[src/rtl/comma_word_aligner.sv]
// Comma word aligner: finds the K28.5 bit offset in an unaligned parallel stream and locks onto it.
// Build option: define COMMA_BOTH_RD_EN to also accept the opposite-disparity comma COMMA_N.
module comma_word_aligner #(
    parameter int unsigned  W        = 10,
    parameter logic [W-1:0] COMMA_P  = 10'b0011110101,
    parameter logic [W-1:0] COMMA_N  = 10'b1100001010,
    parameter int unsigned  LOCK_CNT = 3,
    parameter int unsigned  LOSS_CNT = 4
) (
    input  logic                 CLK,
    input  logic                 reset,
    input  logic [W-1:0]         INP,
    output logic [W-1:0]         DOUT,
    output logic                 DVALID,
    output logic                 LOCK,
    output logic                 COMMA_DET,
    output logic [$clog2(W)-1:0] ALIGN_OFS
);
    localparam int unsigned OW = $clog2(W);

    typedef enum logic [1:0] {HUNT, CHECK, SYNC} state_t;

    state_t         r_state, w_state_nx;
    logic [W-1:0]   r_prev;
    logic [W-1:0]   r_dout;
    logic           r_armed;
    logic           r_comma_det;
    logic [OW-1:0]  r_ofs, w_ofs_nx, w_low_ofs;
    logic [3:0]     r_good, r_miss;
    logic [3:0]     w_good_nx, w_miss_nx, w_good_inc, w_miss_inc;
    logic [2*W-1:0] w_window;
    logic [W-1:0]   w_cand [W];
    logic [W-1:0]   w_match;
    logic           w_any, w_aligned, w_misaligned;

    if (W < 4 || LOCK_CNT < 1 || LOCK_CNT > 15 || LOSS_CNT < 1 || LOSS_CNT > 15
        || COMMA_N == COMMA_P) begin : g_bad_params
        $error("comma_word_aligner: invalid parameter set");
    end

    assign w_window = {r_prev, INP};

    // r_armed masks the first edge after reset, when PREV still holds reset zeros.
    for (genvar g = 0; g < W; g++) begin : g_cand
        assign w_cand[g] = w_window[2*W-1-g -: W];
`ifdef COMMA_BOTH_RD_EN
        assign w_match[g] = r_armed && ((w_cand[g] == COMMA_P) || (w_cand[g] == COMMA_N));
`else
        assign w_match[g] = r_armed && (w_cand[g] == COMMA_P);
`endif
    end

    assign w_any        = |w_match;
    assign w_aligned    = w_match[r_ofs];
    assign w_misaligned = |(w_match & ~(W'(1) << r_ofs));
    assign w_good_inc   = (r_good == 4'hF) ? r_good : r_good + 4'd1;
    assign w_miss_inc   = (r_miss == 4'hF) ? r_miss : r_miss + 4'd1;

    always_comb begin
        w_low_ofs = '0;
        for (int unsigned k = W; k > 0; k--) begin
            if (w_match[OW'(k - 1)]) begin
                w_low_ofs = OW'(k - 1);
            end
        end
    end

    always_comb begin
        w_state_nx = r_state;
        w_ofs_nx   = r_ofs;
        w_good_nx  = r_good;
        w_miss_nx  = r_miss;
        case (r_state)
            HUNT: begin
                if (w_any) begin
                    w_ofs_nx   = w_low_ofs;
                    w_good_nx  = 4'd1;
                    w_miss_nx  = '0;
                    w_state_nx = (LOCK_CNT == 1) ? SYNC : CHECK;
                end
            end
            CHECK: begin
                if (w_aligned) begin
                    w_good_nx = w_good_inc;
                    if (w_good_inc >= 4'(LOCK_CNT)) begin
                        w_state_nx = SYNC;
                    end
                end else if (w_misaligned) begin
                    w_state_nx = HUNT;
                    w_good_nx  = '0;
                    w_miss_nx  = '0;
                end
            end
            SYNC: begin
                if (w_aligned) begin
                    w_miss_nx = '0;
                end else if (w_misaligned) begin
                    w_miss_nx = w_miss_inc;
                    if (w_miss_inc >= 4'(LOSS_CNT)) begin
                        w_state_nx = HUNT;
                        w_good_nx  = '0;
                        w_miss_nx  = '0;
                    end
                end
            end
            default: w_state_nx = HUNT;
        endcase
    end

    always_ff @(posedge CLK or posedge reset) begin
        if (reset) begin
            r_state     <= HUNT;
            r_prev      <= '0;
            r_armed     <= 1'b0;
            r_ofs       <= '0;
            r_good      <= '0;
            r_miss      <= '0;
            r_dout      <= '0;
            r_comma_det <= 1'b0;
        end else begin
            r_state     <= w_state_nx;
            r_prev      <= INP;
            r_armed     <= 1'b1;
            r_ofs       <= w_ofs_nx;
            r_good      <= w_good_nx;
            r_miss      <= w_miss_nx;
            if (w_state_nx != HUNT) begin
                r_dout <= w_cand[w_ofs_nx];
            end
            r_comma_det <= (w_state_nx != HUNT) && w_match[w_ofs_nx];
        end
    end

    assign DOUT      = r_dout;
    assign DVALID    = (r_state != HUNT);
    assign LOCK      = (r_state == SYNC);
    assign COMMA_DET = r_comma_det;
    assign ALIGN_OFS = r_ofs;

endmodule

[config.mk]
export PLATFORM = sky130hd
export DESIGN_NAME = comma_word_aligner
export DESIGN_NICKNAME = d
export VERILOG_FILES = /design/src/rtl/comma_word_aligner.sv
export SDC_FILE = /design/constraint.sdc
export NUM_CORES = 1
export LEC_CHECK = 0
export CORE_MARGIN = 3
export CORE_UTILIZATION = 25
export CTS_CLUSTER_DIAMETER = 100
export DETAILED_ROUTE_END_ITERATION = 7
export SYNTH_ARGS = -nofsm -noshare
export SYNTH_HDL_FRONTEND = slang
export SYNTH_SLANG_ARGS = --single-unit
[constraint.sdc]
create_clock -name CLK -period 3.34 [get_ports CLK]
set_input_delay 0.334 -clock CLK [delete_from_list [all_inputs] [get_ports CLK]]
set_output_delay 0.334 -clock CLK [all_outputs]
set_load 0.1 [all_outputs]
Word level (Yosys, flattened, before mapping)
Cells that the tools add are included.

Flip-flop bits (word level): 36. Input port bits: 12. Output and inout bits: 17. Word-level logic and storage cells: 102.

$add $sub $neg: 2. Order comparisons: 5. Equality and inequality tests: 22. Shift-type cells: 1. Multiplexer cells: 42. Bitwise logic cells: 3. Reduce and logical (&&, ||, !) cells: 19.

Operator list (number): equality test 10 x 8 -> 1 bit, second input constant (10); 2-to-1 mux 4 bit (25); binary-select mux 10 bit (select 4 bit) (1); one-hot mux 4 bit (3 select lines) (2); 2-to-1 mux 10 bit (2); OR reduction 10 bit (2); 2-to-1 mux 2 bit (7); logical AND 1 bit (11); AND 10 bit (1); less-than comparator 4 x 5 -> 1 bit, second input constant (2); inverter 10 bit (1); left shift 1 x 4 -> 10 bit, first input constant (1); adder 4 x 1 -> 4 bit, second input constant (2); binary-select mux 1 bit (select 4 bit) (2); equality test 4 bit, second input constant (2); != test 2 bit, second input constant (4); one-hot mux 2 bit (3 select lines) (1); AND reduction 6 bit (1); greater-or-equal comparator 5 bit, second input constant (1); inverter 4 -> 5 bit (1); AND reduction 5 bit (1); greater-or-equal comparator 4 x 2 -> 1 bit, second input constant (1); greater-or-equal comparator 4 x 3 -> 1 bit, second input constant (1); != test 2 x 1 -> 1 bit, second input constant (2); 8 further kinds (10).

Depth between registers and ports, before layout
Gate-level depths: netlist of the first run.

Depth after elaboration: 18. Mapped depth: 13. Depth with buffers taken out: 10.

Worst setup path before layout of the first run
OpenSTA, ideal clock, no wires.

Kind: register -> register. From: register r_state[0]. To: register r_dout[6] (netlist: DOUT[6]). Library setup time: 0.133 ns. Arrival: 2.838 ns. Data required time: 3.207 ns. Path slack: 0.369 ns. Cell stages (with the launch flop): 11. Clock period less this slack: 2.971 ns. Path through: dfrtp_1 > inv_1 > ha_1 > clkinv_1 > nand2_1 > nand2_1 > nor2_2 > clkbuf_1 > o211ai_1 > a32oi_1 > a31oi_1.

Longest elaborated chain between the ends: 6.

Ends and longest elaborated chain: from (decl) (line 23) `state_t r_state, w_state_nx;`; from (signal assigned) (line 121) `r_state <= w_state_nx;`; zero test 2 bit (line 73) `case (r_state)`; 2-to-1 mux 4 bit (line 73); inverter 4 -> 5 bit (implied by the code) (line 128) `r_dout <= w_cand[w_ofs_nx];`; binary-select mux 10 bit (select 4 bit) (line 128); 2-to-1 mux 10 bit (implied by the code) (2 in a row) (line 128); to (signal assigned) (line 128); to (decl) (line 25) `logic [W-1:0] r_dout;`.

Several ways; a longest one is shown, not always the timed one. The select of a mux whose other input is x is not followed. A chain may end at the register's enable or synchronous reset.

Final worst setup path of the first run
From: input INP[9]. To: register r_dout[4] (netlist: DOUT[4]).

Longest elaborated chain between the ends: 18.

Ends and longest elaborated chain: from (decl) (line 12) `input logic [W-1:0] INP,`; equality test 10 x 8 -> 1 bit (line 49) `assign w_match[g] = r_armed && (w_cand[g] == COMMA_P);`; logical AND 1 bit (line 49); 2-to-1 mux 4 bit (10 in a row) (line 62) `if (w_match[OW'(k - 1)]) begin`; 2-to-1 mux 4 bit (line 75) `if (w_any) begin`; 2-to-1 mux 4 bit (line 73); inverter 4 -> 5 bit (implied by the code) (line 128); binary-select mux 10 bit (select 4 bit) (line 128); 2-to-1 mux 10 bit (implied by the code) (2 in a row) (line 128).

Several ways; a longest one is shown, not always the timed one. The select of a mux whose other input is x is not followed.

==> results of run 1 <==
## worst max-delay path: stages
cell	delay, ps
clkdlybuf4s50_1	500
buf_4	200
nor4bb_2	320
buf_4	170
nand2_1	110
a21o_2	310
a41oi_4	280
o21ai_4	120
inv_8	140
mux2_1	450
a32oi_1	270
a41oi_1	140
## power by group
part	total [mW]	switching (mW)	internal (mW)
Combinational	1.69	1.14	0.544
Sequential	0.609	0.0853	0.524
Clock	0.490	0.176	0.313
Total	2.79	1.41	1.38
## area by class of cell
cell class / count / area (um^2) / area share [%]
multi-input cells: 317 / 2270 / 51.8
flip-flops and latches: 36 / 901 / 20.6
repair buffers: 94 / 776 / 17.7
well taps: 172 / 215 / 4.91
clock buffers: 7 / 153 / 3.48
inverters: 16 / 67.6 / 1.54
## synthesized netlist by cell type, types with 6 or more instances
master / number
ha_1: 6
a221oi_1: 10
nand2_1: 33
nor2_1: 16
dfrtp_1: 36
mux2i_1: 7
nand4_1: 9
clkbuf_1: 14
nand3_1: 23
nor3_1: 18
a32oi_1: 9
nand2b_1: 9
nor4_1: 6
a31oi_1: 10
a21oi_1: 14
a21o_1: 6
inv_1: 12
mux2_1: 8
o21ai_0: 18
o211ai_1: 11
buf_2: 11
## flip-flops by register name (all words and copies together) (netlist names)
register / flops
r_miss: 4
r_armed: 1
ALIGN_OFS: 4
r_good: 4
DOUT: 10
COMMA_DET: 1
r_prev: 10
r_state: 2
## per-stage QoR
stage               setup WS (ps)  instance area, um^2  setup TNS (ps)  utilization [%]
floorplan                     369                 3390               0                -
global placement             -186                 4200            -384             32.5
detailed placement           -120                 4200            -697             32.5
CTS                           154                 4350               0             33.6
global route                 23.5                 4380               0             33.9
finish                        128                 4380               0             33.9
## repair_timing
| item | 4_1_cts | 5_1_grt |
|---|---|---|
| buffers inserted | 0 | 0 |
| setup endpoints to repair | 0 | 11 |
| resized for setup | 0 | 9 |
## kinds of logic after synthesis
family / synth area share (%)
flops: 26.6
fa+ha+maj: 2.22
mux: 6.06
simple gates: 28.5
buf+inv: 7.32
compound gates: 29.2
other cells: 0.111
## layer usage
metal	vias up	global-route usage, %	wire [um]
li1	1713	-	-
met1	1785	21.2	5170
met2	172	25.2	5160
met4	0	4.20	260
met5	-	0	0
met3	29	2.76	735
## worst max path at each step
stage | start | end | slack, ps | cells past startpoint
6_report | INP[9] | DOUT[4] | 130 | 12
2_1_floorplan | r_state[0] | DOUT[6] | 370 | 10
3_3_place_gp | INP[8] | DOUT[4] | -190 | 10
4_1_cts | INP[9] | DOUT[4] | 150 | 12
3_5_place_dp | INP[9] | DOUT[4] | -120 | 12
5_1_grt | INP[9] | DOUT[4] | 20 | 12
==> results.yml, run 1 <==
synth:
  ys_warn_count: 0
  synth_area_per_cell_um2: 8.46
  netlist_instances: 400
  synth.area.top_cells: "dfrtp_1, nand2_1, nand3_1"
  yosysTopAreaCell: "dfrtp_1"
  ys_ff_latch: 36
  synth.distinct_cells: 75
  synth_seq_area_share_pct: 26.6
  synth-main-ff-cell: "dfrtp_1"
  async_flop_share_pct: 100
  syn_nets: 418
  synth_edf_count: 0
  synth_top_cell_area_share_pct: 26.6
  synth_area_um2: 3390
power:
  finalPower_mw: 2.79
  power_density_nw_per_um2: 636
  leakage_nw: 1.79
  peakVddDrop_mv: 0.253
floorplan:
  start_util_pct: 26.2
  die_w_um: 122
  coreArea_um2: 12900
  fp.dieH_um: 122
  rows: 41
  dieArea_um2: 15000
  io_pins: 29
drt:
  firstDrtPassIters: 6
  drt_iter0_drc: 417
  wl_per_cell_um: 17.6
  ant_nets: 0
  drcViolationCount: 0
  routed-via-count: 3699
  drt-total-wl_um: 11300
  vias_per_cell: 5.76
outcome:
  outcome: "complete, no violations"
clock_network:
  cts.sinks: 36
  cts_buffers: 5
  htree_levels: 2
  postCtsHoldBufs: 0
  clkTransAtPathRegs_ps: 60
  clockBufferDepth: 2
  root_buffer: "clkbuf_16"
  cts_tree: "done"
  insertion_delay_ps: 280
setup_path:
  critPathCaptureType: "flip-flop"
  path_max_fanout: 19
  crit_arrival_ps: 3350
  crit_path_start_kind: "input port"
  reg2reg_setup_slack_ps: 200
  reg2reg_to: "DOUT[4]"
  rr_worst_depth: 9
  crit_type: "in2reg"
  r2r-start: "r_prev[5]"
  cp.required_ps: 3480
grt:
  antenna_found_initial: 0
  grt_first_pass_wirelength_um: 18800
  grt-ovfl-total: 0
  grt.total_usage_pct: 15.5
  grt_pass1_vias: 3659
  grt_max_degree: 21
final_layout:
  area_growth_pct: 29.4
  mostFrequentLayoutCells: "buf_4, dfrtp_1, nand2_1"
  final_common_cell: "buf_4"
  layout-drive-gt1-share_pct: 23.8
  fillCellCount: 1355
  antenna_cells: 0
  final_cell_count_no_fill: 642
  fin_nets: 488
sta:
  relSlewSlack_pct: 34.6
  worst_pin_slew_ps: 978
  finalCritPeriodShare_pct: 96.2
  fmax_ghz: 0.311
  setup_viol: 0
  rsz0062_at_grt: "false"
  fin_hold_ws_ps: 470
  min_period_ps: 3210
  hold_viol_final: 0
  slew_violations: 0
  fin_skew_ps: 6.61
placed_design:
  io_buffers: 28
  place.gp.congestion: 0.941
  dp.final_hpwl_um: 8800
  placed_cells: 635
min_path:
  worstHoldPathType: "in2async"
job:
  max_cap_violations: 0
(Power assumes the default switching activity.)
==> run 2, diff against run 1 <==
- SLEW_MARGIN: unset -> 20
==> results of run 2 <==
Final layout, timing and power as in run 1 (identical DEF).
